`config.mk`:
```
export PLATFORM = sky130hd
export DESIGN_NAME = cache_axi_rd_arbiter
export DESIGN_NICKNAME = d
export VERILOG_FILES = /design/src/rtl/cache_axi_rd_arbiter.sv
export SDC_FILE = /design/constraint.sdc
export NUM_CORES = 1
export LEC_CHECK = 0
export ABC_AREA = 1
export CAP_MARGIN = 15
export CORE_AREA = 10 10 229 231
export CTS_CLUSTER_SIZE = 8
export DETAILED_ROUTE_END_ITERATION = 12
export DIE_AREA = 0 0 239 241
export HOLD_SLACK_MARGIN = 0.15
export SYNTH_ARGS = -nofsm -noshare
export SYNTH_HDL_FRONTEND = slang
export SYNTH_SLANG_ARGS = --single-unit
```
`constraint.sdc`:
```
create_clock -name clk -period 6.6 [get_ports clk]
set_clock_uncertainty 0.2 [all_clocks]
set_input_delay 1.98 -clock clk [delete_from_list [all_inputs] [get_ports clk]]
set_output_delay 1.98 -clock clk [all_outputs]
set_load 0.02 [all_outputs]
```
`src/rtl/cache_axi_rd_arbiter.sv`:
```
// cache_axi_rd_arbiter
// Shares the single cache-to-AXI bridge read channel between the ICache
// (requester 0) and the DCache (requester 1). The DCache write channel passes
// straight through to the bridge.
//
// Once a requester is granted, the read channel belongs to it until the
// bridge returns the final beat (ret_valid & ret_last). Ties are broken by
// alternating away from the last granted requester.
//
// Ports:
//   clk, rst                 clock, synchronous active-high reset
//   i_rd_* / i_ret_*         ICache read request / return
//   d_rd_* / d_ret_*         DCache read request / return
//   d_wr_*                   DCache write request (pass-through)
//   rd_*, rd_rdy             read request to the bridge
//   ret_valid/last/data      return beats from the bridge
//   wr_*, wr_rdy             write request to the bridge
//   cnt_i_rd, cnt_d_rd       wrapping counts of accepted ICache / DCache reads
module cache_axi_rd_arbiter #(
    parameter int ADDR_W = 32,
    parameter int DATA_W = 32,
    parameter int CNT_W  = 32
) (
    input  logic              clk,
    input  logic              rst,

    input  logic              i_rd_req,
    input  logic [2:0]        i_rd_type,
    input  logic [ADDR_W-1:0] i_rd_addr,
    output logic              i_rd_rdy,
    output logic              i_ret_valid,
    output logic              i_ret_last,
    output logic [DATA_W-1:0] i_ret_data,

    input  logic              d_rd_req,
    input  logic [2:0]        d_rd_type,
    input  logic [ADDR_W-1:0] d_rd_addr,
    output logic              d_rd_rdy,
    output logic              d_ret_valid,
    output logic              d_ret_last,
    output logic [DATA_W-1:0] d_ret_data,

    input  logic              d_wr_req,
    input  logic [2:0]        d_wr_type,
    input  logic [ADDR_W-1:0] d_wr_addr,
    input  logic [3:0]        d_wr_wstrb,
    input  logic [127:0]      d_wr_data,
    output logic              d_wr_rdy,

    output logic              rd_req,
    output logic [2:0]        rd_type,
    output logic [ADDR_W-1:0] rd_addr,
    input  logic              rd_rdy,
    input  logic              ret_valid,
    input  logic              ret_last,
    input  logic [DATA_W-1:0] ret_data,

    output logic              wr_req,
    output logic [2:0]        wr_type,
    output logic [ADDR_W-1:0] wr_addr,
    output logic [3:0]        wr_wstrb,
    output logic [127:0]      wr_data,
    input  logic              wr_rdy,

    output logic [CNT_W-1:0]  cnt_i_rd,
    output logic [CNT_W-1:0]  cnt_d_rd
);

    typedef enum logic [1:0] {
        IDLE = 2'd0,
        HOLD = 2'd1,
        WAIT = 2'd2
    } state_t;

    state_t state, state_nxt;
    logic   owner, owner_nxt;           // 0 = ICache, 1 = DCache
    logic   last_grant, last_grant_nxt;
    logic   inc_i, inc_d;

    // Arbitration: a lone requester wins; on a tie the requester that was
    // not granted last time wins.
    logic              any_req;
    logic              winner;
    logic              sel;
    logic              sel_req;
    logic [2:0]        sel_type;
    logic [ADDR_W-1:0] sel_addr;

    assign any_req  = i_rd_req | d_rd_req;
    assign winner   = (i_rd_req & d_rd_req) ? ~last_grant : d_rd_req;
    // In HOLD the choice is frozen to the registered owner.
    assign sel      = (state == IDLE) ? winner : owner;
    assign sel_req  = sel ? d_rd_req  : i_rd_req;
    assign sel_type = sel ? d_rd_type : i_rd_type;
    assign sel_addr = sel ? d_rd_addr : i_rd_addr;

    // Write channel is independent of the read state machine.
    assign wr_req   = d_wr_req;
    assign wr_type  = d_wr_type;
    assign wr_addr  = d_wr_addr;
    assign wr_wstrb = d_wr_wstrb;
    assign wr_data  = d_wr_data;
    assign d_wr_rdy = wr_rdy;

    always_ff @(posedge clk) begin
        if (rst) begin
            state      <= IDLE;
            owner      <= 1'b0;
            last_grant <= 1'b1;   // makes the ICache win the first tie
            cnt_i_rd   <= '0;
            cnt_d_rd   <= '0;
        end else begin
            state      <= state_nxt;
            owner      <= owner_nxt;
            last_grant <= last_grant_nxt;
            if (inc_i) cnt_i_rd <= cnt_i_rd + CNT_W'(1);
            if (inc_d) cnt_d_rd <= cnt_d_rd + CNT_W'(1);
        end
    end

    always_comb begin
        state_nxt      = state;
        owner_nxt      = owner;
        last_grant_nxt = last_grant;
        inc_i          = 1'b0;
        inc_d          = 1'b0;
        rd_req         = 1'b0;
        rd_type        = 3'd0;
        rd_addr        = '0;
        i_rd_rdy       = 1'b0;
        d_rd_rdy       = 1'b0;
        i_ret_valid    = 1'b0;
        i_ret_last     = 1'b0;
        i_ret_data     = '0;
        d_ret_valid    = 1'b0;
        d_ret_last     = 1'b0;
        d_ret_data     = '0;

        case (state)
            IDLE: begin
                if (any_req) begin
                    rd_req    = 1'b1;
                    rd_type   = sel_type;
                    rd_addr   = sel_addr;
                    owner_nxt = winner;
                    if (winner) d_rd_rdy = rd_rdy;
                    else        i_rd_rdy = rd_rdy;
                    if (rd_rdy) begin
                        state_nxt      = WAIT;
                        last_grant_nxt = winner;
                        inc_i          = ~winner;
                        inc_d          = winner;
                    end else begin
                        state_nxt = HOLD;
                    end
                end
            end

            HOLD: begin
                if (sel_req) begin
                    rd_req  = 1'b1;
                    rd_type = sel_type;
                    rd_addr = sel_addr;
                    if (owner) d_rd_rdy = rd_rdy;
                    else       i_rd_rdy = rd_rdy;
                    if (rd_rdy) begin
                        state_nxt      = WAIT;
                        last_grant_nxt = owner;
                        inc_i          = ~owner;
                        inc_d          = owner;
                    end
                end else begin
                    // Owner withdrew before acceptance; nothing was issued.
                    state_nxt = IDLE;
                end
            end

            WAIT: begin
                if (owner) begin
                    d_ret_valid = ret_valid;
                    d_ret_last  = ret_last;
                    d_ret_data  = ret_data;
                end else begin
                    i_ret_valid = ret_valid;
                    i_ret_last  = ret_last;
                    i_ret_data  = ret_data;
                end
                if (ret_valid && ret_last) state_nxt = IDLE;
            end

            default: state_nxt = IDLE;
        endcase

        // Keep the read side quiet while reset is held.
        if (rst) begin
            rd_req      = 1'b0;
            rd_type     = 3'd0;
            rd_addr     = '0;
            i_rd_rdy    = 1'b0;
            d_rd_rdy    = 1'b0;
            i_ret_valid = 1'b0;
            i_ret_last  = 1'b0;
            i_ret_data  = '0;
            d_ret_valid = 1'b0;
            d_ret_last  = 1'b0;
            d_ret_data  = '0;
            inc_i       = 1'b0;
            inc_d       = 1'b0;
        end
    end

endmodule

```
# Yosys cells after proc, flatten, opt, wreduce, memory -nomap -nowiden
# Index checks and enable logic that the tools add are counted.
# op_classes
addsub	2
n_eq_ne	8
mux	70
bitwise_logic	5
reduce_logical	6
# ops
op	count
$mux 32	10
$add 32x1->32 const B	2
$pmux 32 s2	1
$mux 1	42
$mux 3	4
$pmux 1 s2	6
$mux 2	5
$ne 2x2->1 const B	5
$pmux 2 s3	1
$pmux 3 s2	1
$reduce_and 5->1	1
$ne 3x3->1 const B	1
$not 1->1	3
$reduce_and 3->1	1
$eq 2x1->1 const B	1
$eq 2x2->1 const B	1
$logic_not 2->1	1
$reduce_and 2->1	1
$reduce_bool 2->1	1
$and 1x1->1	1
$logic_and 1x1->1	1
$or 1x1->1	1
# word_totals
regBits	68
out_inout_bits	339
word_cells	96

# Depth between registers and ports, before layout
# Gate-level depths: netlist (run 1).
# logic_depth
word_depth	7
ltp_mapped	12
depth_no_buf	11

# Worst setup path before layout (run 1)
# OpenSTA, ideal clock, no wires.
# synth_path
path_kind	in2out
from	in i_rd_req
to	out rd_addr[26]
t_arrival_ps	3404
path_slack_ps	1016
stages	8
n_path_buf	1
cell_sequence	nand2_1 nand3_2 nand3_2 nand3_2 a21oi_2 inv_2 buf_6 nor3_1
# synth_via
elab_chain_cells	7
# synth_rtl
element	line	text
from (decl)	27	input logic i_rd_req,
$and 1x1->1	90	assign winner = (i_rd_req & d_rd_req) ? ~last_grant : d_rd_req;
$mux 1	90	
$mux 1	92	assign sel = (state == IDLE) ? winner : owner;
$mux 32 or $mux 1 (tied branches)	95, 93	
$mux 32 (on tied branches)	160, 141	
$pmux 32 s2 (*)	139	case (state)
$mux 32 (*)	195	if (rst) begin
to (decl)	52	output logic [ADDR_W-1:0] rd_addr,
# Every way passes the cells marked *; elsewhere a longest branch is shown, timed or not.

# Worst setup path in the final report (run 1)
# layout_path
from	in d_rd_req
to	out rd_addr[18]
# layout_via
elab_chain_cells	7
# layout_rtl
element	line	text
from (decl)	35	input logic d_rd_req,
$and 1x1->1	90	
$mux 1	90	
$mux 1	92	
$mux 32 or $mux 1 (tied branches)	95, 93	
$mux 32 (on tied branches)	160, 141	
$pmux 32 s2 (*)	139	
$mux 32 (*)	195	
# Marked as above.

==> qor.yml, run 1 <==
htree_levels: 3
grt_pass1_vias: 6990
first_pass_iters: 4
seq_area_um2: 1360
post_cts_buffers: 0
required_ns: 4.42
clockBufferDepth: 2
irDropWorstVdd_uv: 182
post_dp_cell_area_um2: 8800
core_um2: 47500
worst_pin_slew_ns: 1.02
cts_made_buffers: 9
comb_power_share_pct: 27.7
cts.clk_slew.worst_paths_ns: 0.05
fillers: 5470
layout_common_cells: "clkdlybuf4s50_1, nand2_1, nor2_1, inv_1, nor3_1"
synth.area.top_cells: "dfxtp_1, buf_4, nand2_1, nor2_1, nor3_1"
syn_area_per_cell_um2: 5.87
synthAdderAreaFrac_pct: 0.378
intPower_mw: 0.828
maxCapViolCount: 0
hold_path_class: "flop to flop"
n_antenna_cell: 0
fin_crit_sh_pct: 97.0
vias_per_cell: 3.92
ys_seq_elements: 68
netSwitchingFraction_pct: 32.6
rsz0062_at_grt: "false"
rows: 80
cts_root_buffer: "clkbuf_16"
globalRouteOverflowTotal: 0
power.switching_mw: 0.400
area_growth_pct: 37.0
synth-compound-area-share_pct: 4.46
die_x_um: 239
multi_input_area_um2: 3340
setup_violations: 0
die_h_um: 241
start_util_pct: 13.9
fmax_ghz: 0.156
ys_warn_count: 0
synth_top_family_by_area: "simple AND/OR/NAND/NOR gates"
worstPathMaxFanout: 32
die_area_um2: 57600
cts_resized: 0
critPathLaunchType: "input port"
drt_iter0_drc: 472
synthesis.area_um2: 6620
yosysSeqAreaShare_pct: 20.6
hold_buffers: 0
grt_pass1_wl_mm: 46.3
fin_nets: 1502
clkPwrFrac_pct: 38.1
insertion_delay_ns: 0.37
synthCells: 1128
relSlewSlack_pct: 32.2
pwr-share-seq_pct: 34.3
cp-end-kind: "output pin"
place_congestion: 0.876
pin_count: 617
muxShareOfSynthArea_pct: 0
synth_top_area_cell: "dfxtp_1"
wl_mm: 33.5
post-route-min-period_ns: 6.40
final_max_slew_viol_count: 0
hold_ws_ns: 0.299
p_per_area_nw_per_um2: 135
post-synth-top-area-fraction_pct: 20.6
arrival_ns: 4.22
power_mw: 1.23
synthXorXnorAreaFrac_pct: 2.78
cts_sinks: 68
vias: 7213
layout_commonest_cell: "clkdlybuf4s50_1"
synthSimpleGateAreaFrac_pct: 42.8
wl_per_cell_um: 18.2
drcViolationCount: 0
finalSetupTns_ns: 0
grt_max_degree: 69
hpwl_mm: 28.1
numPortBuffers: 278
drive_gt1_share_pct: 4.81
stdcell_area_um2: 9070
grt.total_usage_pct: 10.8
critPathKind: "input port to output pin"
antenna_found_initial: 1
cts_tree: "done"
ys_types: 32
status: "finished, final reports clean"
drtAntennaViolNets: 0
hold_viol: 0
cellLeakagePower_nw: 3.15
synth_nets: 1408
==> flip-flops by register name (all words and copies together) (netlist names) <==
| register | cells |
|---|---|
| cnt_i_rd | 32 |
| state | 2 |
| owner | 1 |
| last_grant | 1 |
| cnt_d_rd | 32 |
==> routing by layer <==
metal	wire length (um)	vias up	global-route usage, %
met3	4650	103	7.24
met1	12700	3236	11.9
met5	146	-	2.33
met4	1360	4	5.21
met2	14600	350	15.6
li1	-	3520	-
==> power groups by stage <==
stage	Clock [mW]	Combinational [mW]	Sequential [mW]
after floorplan	0	0.319	0.431
after detailed placement	0	0.342	0.430
after global placement	0	0.340	0.429
final	0.467	0.339	0.421
after global routing	0.503	0.366	0.421
after CTS	0.491	0.344	0.420
==> kinds of logic (layout without fill, tap and decap cells) <==
| kind of cell | Yosys count | in the layout |
|---|---|---|
| flip-flops | 68 | 68 |
| XOR/XNOR | 21 | 21 |
| AO/OA/AOI/OAI | 57 | 57 |
| buffers and inverters | 320 | 418 |
| AND/OR/NAND/NOR | 660 | 660 |
| adder cells (fa/ha/maj) | 2 | 2 |
==> per-stage QoR <==
step / setup slack [ns] / std cells / util (%)
floorplan: 1.02 / 1128 / -
global placement: 0.347 / 1826 / 18.5
detailed placement: 0.233 / 1826 / 18.5
CTS: 0.225 / 1841 / 19.1
global route: 0.114 / 1841 / 19.1
finish: 0.201 / 1841 / 19.1
==> cell usage after synthesis (all sizes together) <==
cell type,count
nand2,267
nor2,222
buf,184
nor3,110
inv,109
dfxtp,68
a21oi,48
nand3,48
clkbuf,25
xor2,14
nand3b,8
xnor2,7
o21ai,6
nand4,5
clkinv,2
ha,2
a211oi,1
a31oi,1
o21bai,1
==> path summary, 6_finish.rpt <==
check	from	end	slack (ns)	cells after the start
worst max-delay path	d_rd_req	rd_addr[18]	0.20	8
worst max register to register	owner	cnt_d_rd[4]	4.29	10
worst min register to register	cnt_d_rd[31]	cnt_d_rd[31]	0.30	2
worst min-delay path	cnt_d_rd[31]	cnt_d_rd[31]	0.30	2
==> area by class of cell <==
class | count | area share, %
multi-input cells | 740 | 36.8
repair buffers | 292 | 32.0
flip-flops and latches | 68 | 15.0
well taps | 615 | 8.48
inverters | 111 | 4.65
clock buffers | 10 | 2.63
clock inverters | 5 | 0.414
==> critical path: stages <==
cell and delay, ns:
clkdlybuf4s50_1 0.54, nand3b_1 0.26, nand3_2 0.13, a21oi_2 0.17, inv_2 0.09, buf_12 0.17
nor3_1 0.21, clkdlybuf4s50_1 0.66
Power figures use the tool's default switching activity.
==> run 2, diff against run 1 <==
Settings changed: ABC_AREA 1 to not set, CORE_AREA 10 10 229 231 to 10 10 233 235, DIE_AREA 0 0 239 241 to 0 0 243 245.
==> qor.yml, run 2 <==
hold_buffers: 0
synth_common_cells: "buf_4, nand2_1, and2_1"
synthAdderAreaFrac_pct: 0.451
htree_levels: 3
drt_iter0_drc: 214
whs_endpoint: "cnt_d_rd[30]"
clockBufferDepth: 2
cp_top_family: "buffers and inverters"
rows: 82
power.switching_mw: 0.347
start_util_pct: 11.2
numPortBuffers: 278
synth_top_family_by_area: "simple AND/OR/NAND/NOR gates"
comb_power_share_pct: 23.6
arrival_ns: 4.19
die_h_um: 245
vias_per_cell: 3.60
synth.area.top_cells: "dfxtp_1, buf_4, and2_1, nand2_1, xnor2_1"
rsz0062_at_grt: "false"
globalRouteOverflowTotal: 0
post_cts_buffers: 0
die_x_um: 243
required_ns: 4.42
cts_root_buffer: "clkbuf_16"
hpwl_mm: 22.5
setup_violations: 0
grt_pass1_vias: 5712
cts_made_buffers: 9
cts_tree: "done"
antenna_found_initial: 1
worst_pin_slew_ns: 0.559
pwr-share-seq_pct: 36.6
hp-start: "cnt_d_rd[30]"
worstPathMaxFanout: 36
async_flop_share_pct: 0
n_antenna_cell: 0
clkPwrFrac_pct: 39.8
hold_viol: 0
syn_area_per_cell_um2: 7.28
crit_path_cell_trace: "clkdlybuf4s50_1, mux2i_1, a21oi_1, nand2_1, buf_12, a21oi_1, clkdlybuf4s50_1"
insertion_delay_ns: 0.37
finalSetupTns_ns: 0
synth_top_area_cell: "dfxtp_1"
netSwitchingFraction_pct: 30.2
ys_seq_elements: 68
place_congestion: 0.830
vias: 5539
drtAntennaViolNets: 0
max_stage_delay_ns: 0.69
grt_pass1_wl_mm: 38.5
first_pass_iters: 4
layout_common_cells: "clkdlybuf4s50_1, nand2_1, and2_1, dfxtp_1, nor2_1"
post-route-min-period_ns: 6.37
critPathBufInv: 3
fin_crit_sh_pct: 96.5
grt.total_usage_pct: 8.69
wl_per_cell_um: 17.4
synth-edff-count: 0
synthSimpleGateAreaFrac_pct: 34.5
fmax_ghz: 0.157
core_um2: 49700
synthesis.area_um2: 5550
cts_resized: 0
ys_types: 41
cts_sinks: 68
hold_depth: 2
yosysSeqAreaShare_pct: 24.5
muxShareOfSynthArea_pct: 1.78
intPower_mw: 0.803
pin_count: 617
synthCells: 763
drive_gt1_share_pct: 5.89
reg2reg_to: "cnt_d_rd[22]"
die_area_um2: 59500
post-synth-top-area-fraction_pct: 24.5
irDropWorstVdd_uv: 102
critPathLaunchType: "input port"
reg_top3: "cnt_d_rd x32, cnt_i_rd x32, state x2"
maxCapViolCount: 0
crit_slowest_cell: "clkdlybuf4s50_1"
hold_ws_ns: 0.304
cts.clk_slew.worst_paths_ns: 0.06
synth_nets: 1043
ys_warn_count: 0
critPathKind: "input port to output pin"
p_per_area_nw_per_um2: 140
r2r-start: "state[0]"
final_max_slew_viol_count: 0
fin_nets: 1141
grt_max_degree: 37
cellLeakagePower_nw: 2.64
layout_commonest_cell: "clkdlybuf4s50_1"
synth.most_common_cell: "buf_4"
wl_mm: 26.7
synth-compound-area-share_pct: 6.83
hold_path_class: "flop to flop"
area_growth_pct: 47.7
ys.flop_type: "dfxtp_1"
fillers: 5683
power_mw: 1.15
r2r_cells: 5
drcViolationCount: 0
synthXorXnorAreaFrac_pct: 5.99
rrSetupSlack_ns: 3.66
relSlewSlack_pct: 62.5
status: "finished, final reports clean"
fin_util_pct: 16.5
cp-end-kind: "output pin"
## run 2: metal layers
layer / vias to the layer above / wire (um) / GRT usage (%)
li1: 2576 / - / -
met2: 386 / 12800 / 14.5
met4: 0 / 919 / 4.14
met1: 2502 / 9430 / 8.52
met3: 75 / 3620 / 5.18
met5: - / 0 / 0
## run 2: tightest hold or removal path: stages, from the launching register on
cell and delay [ns]:
dfxtp_1 0.33, o21ai_0 0.07, a21oi_1 0.06
## run 2: power groups by stage
stage | combinational (mW) | clock (mW) | sequential [mW]
after global routing | 0.291 | 0.499 | 0.422
final | 0.272 | 0.458 | 0.421
after floorplan | 0.257 | 0 | 0.429
after detailed placement | 0.272 | 0 | 0.430
after global placement | 0.271 | 0 | 0.430
after CTS | 0.274 | 0.484 | 0.421
## run 2: logic make-up after synthesis
family	after synthesis
muxes	9
DFF	68
adders and majority gates	2
buffers and inverters	214
AOI/OAI and AO/OA	73
xor gates and xnor gates	38
and+or+nand+nor	359
## run 2: final cells by class
cell class	count	area (um^2)	share of cell area (%)
Clock buffer	9	225	2.75
Clock inverter	7	43.8	0.534
Inverter	9	33.8	0.412
Multi-Input combinational cell	481	2770	33.8
Sequential cell	68	1360	16.6
Tap cell	672	841	10.3
Timing Repair Buffer	292	2920	35.6
## run 2: worst max path at each step
| stage | start | end | slack (ns) | cells after the start |
|---|---|---|---|---|
| after CTS | d_rd_req | rd_addr[8] | 0.28 | 7 |
| after floorplan | rst | i_ret_data[10] | 1.23 | 4 |
| after detailed placement | d_rd_req | rd_addr[10] | 0.29 | 7 |
| after global routing | d_rd_req | rd_addr[20] | 0.07 | 7 |
| final | d_rd_req | rd_addr[8] | 0.23 | 7 |
| after global placement | d_rd_req | rd_addr[19] | 0.34 | 7 |
## run 2: stage by stage
stage                     setup WS, ns  area, um^2  std cells
after CTS                        0.284        8200       1538
after floorplan                   1.23        5550        763
after detailed placement         0.292        7930       1522
after global routing            0.0712        8200       1538
final                            0.230        8200       1538
after global placement           0.343        7930       1522
